[src/rtl/car_cmd_rx.sv]
`timescale 1ns/1ps
// car_cmd_rx: 8N1 UART receiver that accepts motion commands 1A/2A/3A/4A and forces stop (2A) when the link watchdog expires
module car_cmd_rx #(
  parameter int CLK_HZ     = 50_000_000,
  parameter int BAUD       = 9600,
  parameter int TIMEOUT_MS = 500
) (
  input  logic       clk,
  input  logic       rst_n,
  input  logic       rx,
  output logic [7:0] signal,
  output logic       cmd_valid,
  output logic       frame_err,
  output logic       timeout
);
  localparam int DIV    = CLK_HZ / BAUD;
  localparam int TO_CYC = (CLK_HZ / 1000) * TIMEOUT_MS;
  localparam bit WD_EN  = TIMEOUT_MS > 0;
  localparam int WW     = TO_CYC > 0 ? $clog2(TO_CYC + 1) : 1;
  localparam int CW     = $clog2(DIV + 1);
  localparam logic [WW-1:0] LAST     = WD_EN ? WW'(TO_CYC - 1) : '0;
  localparam logic [CW-1:0] HALF_END = CW'(DIV / 2 - 1);
  localparam logic [CW-1:0] BIT_END  = CW'(DIV - 1);
  typedef enum logic [2:0] {IDLE, START, DATA, STOP, BRK} state_t;
  state_t state;
  logic s1, rxs, tick, byte_rdy, hit;
  logic [CW-1:0] cnt;
  logic [2:0] bitn;
  logic [7:0] sh;
  logic [WW-1:0] wd, wd_nx;
  always_ff @(posedge clk or negedge rst_n)
    if (!rst_n) {s1, rxs} <= 2'b11;
    else {s1, rxs} <= {rx, s1};
  always_comb begin
    tick  = cnt == (state == START ? HALF_END : BIT_END);
    hit   = byte_rdy && (sh == 8'h1A || sh == 8'h2A || sh == 8'h3A || sh == 8'h4A);
    wd_nx = wd == LAST ? wd : wd + 1'b1;
  end
  always_ff @(posedge clk or negedge rst_n)
    if (!rst_n) begin
      state     <= IDLE;
      cnt       <= '0;
      bitn      <= '0;
      sh        <= '0;
      byte_rdy  <= 1'b0;
      frame_err <= 1'b0;
    end else begin
      byte_rdy  <= 1'b0;
      frame_err <= 1'b0;
      cnt       <= tick ? '0 : cnt + 1'b1;
      case (state)
        IDLE: begin
          cnt <= '0;
          if (!rxs) begin
            bitn  <= '0;
            state <= START;
          end
        end
        START: if (tick) state <= rxs ? IDLE : DATA;
        DATA: if (tick) begin
          sh   <= {rxs, sh[7:1]};
          bitn <= bitn + 1'b1;
          if (bitn == 3'd7) state <= STOP;
        end
        STOP: if (tick) begin
          byte_rdy  <= rxs;
          frame_err <= !rxs;
          state     <= rxs ? IDLE : BRK;
        end
        BRK: if (rxs) state <= IDLE;
        default: state <= IDLE;
      endcase
    end
  // a valid command takes priority over a simultaneous watchdog expiry
  always_ff @(posedge clk or negedge rst_n)
    if (!rst_n) begin
      signal    <= 8'h2A;
      cmd_valid <= 1'b0;
      timeout   <= 1'b0;
      wd        <= '0;
    end else begin
      cmd_valid <= hit;
      if (hit) begin
        signal  <= sh;
        timeout <= 1'b0;
        wd      <= '0;
      end else if (WD_EN) begin
        wd <= wd_nx;
        if (wd_nx == LAST) begin
          signal  <= 8'h2A;
          timeout <= 1'b1;
        end
      end
    end
endmodule
[config.mk]
export PLATFORM = sky130hd
export DESIGN_NAME = car_cmd_rx
export DESIGN_NICKNAME = d
export VERILOG_FILES = /design/src/rtl/car_cmd_rx.sv
export SDC_FILE = /design/constraint.sdc
export NUM_CORES = 1
export LEC_CHECK = 0
export BUFFER_PORTS_ARGS = -buffer_cell sky130_fd_sc_hd__buf_2
export CAP_MARGIN = 20
export CELL_PAD_IN_SITES_DETAIL_PLACEMENT = 1
export CELL_PAD_IN_SITES_GLOBAL_PLACEMENT = 2
export CORE_ASPECT_RATIO = 1.1
export CORE_MARGIN = 5
export CORE_UTILIZATION = 30
export DETAILED_ROUTE_END_ITERATION = 8
export PLACE_DENSITY = 0.63
export SLEW_MARGIN = 20
export SYNTH_ARGS = -nofsm -noshare
export SYNTH_HDL_FRONTEND = slang
export SYNTH_SLANG_ARGS = --single-unit
[constraint.sdc]
create_clock -name clk -period 5.28 [get_ports clk]
set_clock_uncertainty 0.2 [all_clocks]
set_input_delay 0 -clock clk [delete_from_list [all_inputs] [get_ports clk]]
set_output_delay 0 -clock clk [all_outputs]
set_load 0.005 [all_outputs]
# Word-level counts from Yosys, hierarchy flattened
# Index checks and enable logic that the tools add are counted.
# Widths: inputs -> output; s select.
# word_totals
elab_cells	69
inputBits	3
register_bits	66
out_inout_bits	11
# op_classes
n_mux	25
reduce_logical	11
eq_ne	18
n_addsub	3
# op_table
cell	count
$eq 25x25->1 const B	2
$mux 25	2
$mux 13	3
$mux 3	9
$add 25x1->25 const B	1
$eq 8x6->1 const B	2
$mux 8	2
$pmux 3 s5	1
$add 13x1->13 const B	1
$eq 13x13->1	1
$ne 2x2->1 const B	6
$eq 8x5->1 const B	1
$eq 8x7->1 const B	1
$eq 3x2->1 const B	2
$eq 3x3->1 const B	2
$mux 1	6
$pmux 3 s2	1
$reduce_and 6->1	1
$reduce_bool 2->1	2
$add 3x1->3 const B	1
$eq 3x1->1 const B	1
$logic_not 3->1	1
$logic_or 1x1->1	3
$reduce_and 3->1	1
4 further kinds	4

# Longest topological paths before layout
# depth
word_depth	6
mapped_depth	9
depth_no_buf	8

# Least setup slack after synthesis
# Ideal clock, no wire load.
# synth_path
path_type	register to register
startpoint	reg wd[0]
endpoint	reg signal[4]
setup_slack_ns	2.734
n_path_buf	1
stages_incl_launch_ff	10
setup_time_ns	0.120
arrival_time_ns	2.227
t_required_ns	4.960
period_less_slack_ns	2.546
path_cell_list	dfrtp_1 ha_1 clkbuf_2 nand4_1 nor3_2 nand4b_1 a22oi_1 and4bb_4 nand4b_4 a31o_1
# synth_between
elab_chain_len	4
elab_cells_between_ends	5
cone_classes	add/sub (1); eq/ne (2); mux (1); reduce/logical (1)
# synth_lines
item	line_no	rtl
from (decl)	30	logic [WW-1:0] wd, wd_nx;
from (signal assigned)	88	wd <= wd_nx;
$add 25x1->25 or $eq 25x25->1 (tied branches)	37	wd_nx = wd == LAST ? wd : wd + 1'b1;
$mux 25 (*)	37	
$eq 25x25->1 (*)	89	if (wd_nx == LAST) begin
$reduce_bool 2->1 (no source line) (*)	--	
to (signal assigned)	84	signal <= sh;
to (decl)	11	output logic [7:0] signal,
# Mark *: on every way between the ends. The rest lies on a longest branch, timed or not.
# A chain may end at the register's enable or synchronous reset.

# Final worst setup path
# Same ends and word-level chain as after synthesis.

==> metrics.txt <==
status=finished clean; Post-synth top cells=61 x dfrtp_1, 56 x nor2_1, 25 x nand2_1; final setup margin=2.18 ns; # rows=41; biggest cell delay along the critical path=0.48 ns; largest net degree at the start of global routing=67; WHS Path Cells=2; total track usage=13.6%; Tmin final=a little over 3 ns; Fin. Hold Viols=0; die area=between 10000 and 15000 µm²; Clock transition at path regs=0.06 ns; DRT antenna net count=0; Final Cycle Share=58.7%; final-layout fill cell count=around 1300; most frequent cell after synthesis=dfrtp_1; vias in the first global route=2809; Port Buffers=13; maxcap violations=0; CTS tree=done; gr ovfl total=0; top cell type by total area after synthesis=dfrtp_1; peak supply drop=0.216 mV; total wire length=8700 µm; Leakage=~1.8 nW; DP Worst Slack=~2.2 ns; Slew HR=41.7%; Final #Nets=approximately 380; Buf/Inv on CP=0; Horiz. Die Dim=114 µm; maximum fanout along the worst path=9; Post-CTS Setup Inserts=0; worst path arrival time=3.13 ns; number of vias in the routed layout=2665; Seq/Total Area, Yosys=46.6%; Layout Cell Area excl Fill=roughly 4100 µm²; initial core utilization=30.8%; Max Slew Vio Count=0; Async SR Flop Fraction=100%; post-route insts no fill=526; Post-Syn Area=3550 µm²; post-synth cell types=65; Data required, critical path=5.32 ns; Layout area overhead=14.1%; Hold Path Class=input port to flip-flop; CTS buffer count=9; RSZ-0062 raised after global routing=false; worst-path cell chain=ha_1 > nand4_1 > nor3_2 > nand4b_1 > a22oi_1 > and4bb_4 > nand4b_4 > a31o_1; Worst-Skew Late Latency=between 0.3 and 0.4 ns; CTS H-tree lvls=3; final setup TNS=0 ns; flops & latches, synth=66; Post-synth top flop=dfrtp_1; Pre-Repair DR Iteration Count=4; Worst R2R Path Depth=8; Post-synth EDFFs=0; CP max-delay cell=nor3_2; post-CTS sizing=0; detailed-route DRC error count=0; worst-margin pin slew=approximately 0.87 ns; share of cells above drive strength 1=16.2%; startpoint type of the worst setup path=flip-flop; Ports=14; setup violators final=0; CP Capture Type=flip-flop; Crit path depth=8; Pwr Total=0.00113 W; average instance area after synthesis=slightly below 10 µm²; Syn Inst Count=about 360; dpl cells=508; wire length per cell=16.5 µm; antenna violations before repair=0; post-detail-place hpwl=~6000 µm; Die Ht=124 µm; vias per cell=about 5.1; DP Area=3730 µm²; n_diodes=0; RD Place Congestion=0.793; Detailed Route Iter0 Violations=~120; global-route wire length before repair=14700 µm; clock root buffer=clkbuf_16; Max clock buf depth=2; core box area=11500 µm²; Mapped Nets=365; clk sinks=66; WS Path Type=flip-flop to flip-flop; yosys warns=0; f_max=323 MHz; top cell type's share of synthesized area=42.9%; Synth area leaders=dfrtp_1 43%, nor2_1 5.9%, xor2_1 4.9%; Cell Pwr Density=279 nW/µm²; critical path's top delay family=simple AND/OR/NAND/NOR gates
-- kinds of logic after synthesis --
group,after synthesis,share of synthesized area [%]
xor+xnor,37,9.12
compound gates,35,6.86
flops,66,46.6
mux,9,2.78
simple gates,182,29.7
fa+ha+maj,4,1.41
buf+inv,25,3.48
-- layout by cell type (no fill, tap or decap), types with 4 or more instances in the layout --
| cell | n |
|---|---|
| nor2_1 | 56 |
| dfrtp_1 | 61 |
| dfstp_2 | 5 |
| a21oi_1 | 7 |
| nand4_1 | 10 |
| nand4b_1 | 4 |
| nor3_1 | 10 |
| mux2_2 | 7 |
| clkbuf_16 | 9 |
| nor3b_1 | 4 |
| nand3_1 | 23 |
| nand3b_1 | 4 |
| o21ai_0 | 7 |
| and3_1 | 6 |
| xor2_1 | 20 |
| nor2b_1 | 4 |
| inv_1 | 10 |
| a31oi_1 | 5 |
| xnor2_1 | 17 |
| ha_1 | 4 |
| buf_2 | 13 |
| nand2_1 | 25 |
-- area by class of cell --
| type | instances | area, µm² | share of cell area, % |
|---|---|---|---|
| clock buffer | 9 | 225 | 5.55 |
| clock inverter | 7 | 77.6 | 1.91 |
| inverter | 11 | 41.3 | 1.02 |
| multi-input combinational | 267 | 1770 | 43.7 |
| sequential | 66 | 1660 | 40.9 |
| tap | 150 | 188 | 4.63 |
| timing repair buffer | 16 | 92.6 | 2.28 |
-- worst paths after layout --
path	slack (ns)	end	from
setup / recovery	2.18	signal[4]	wd[0]
hold / removal	0.1	s1	rx
setup reg to reg	2.18	signal[4]	wd[0]
hold reg to reg	0.15	rxs	s1
max in group asynchronous	4.11	wd[12]	rst_n
min in group asynchronous	0.15	wd[5]	rst_n
-- report_power, final --
| group | total [W] | switching [W] | internal [W] |
|---|---|---|---|
| clock | 0.000609 | 0.000241 | 0.000368 |
| combinational | 0.0000127 | 0.0000106 | 0.00000213 |
| sequential | 0.000508 | 0.000000529 | 0.000507 |
-- metal layers --
metal	GRT usage, %	routed length (µm)
met3	4.66	271
met5	0	0
met1	16.6	4010
met4	6.01	195
met2	21.8	4220
-- what timing repair did --
item | CTS | global route
hold buffers | 2 | 0
hold endpoints to repair | 62 | 0
setup endpoints to repair | 0 | 0
-- flip-flops by register name (all words and copies together) (netlist names), 3 cells and up --
name / cells
bitn: 3
cnt: 13
sh: 8
signal: 8
state: 3
wd: 25
-- metrics by stage --
step | hold WS (ns) | util [%]
floorplan | -0.496 | -
global placement | -0.0931 | 32.3
detailed placement | -0.0930 | 32.3
CTS | 0.0739 | 35.1
global route | 0.105 | 35.1
finish | 0.0990 | 35.1
Power figures use the tool's default switching activity.
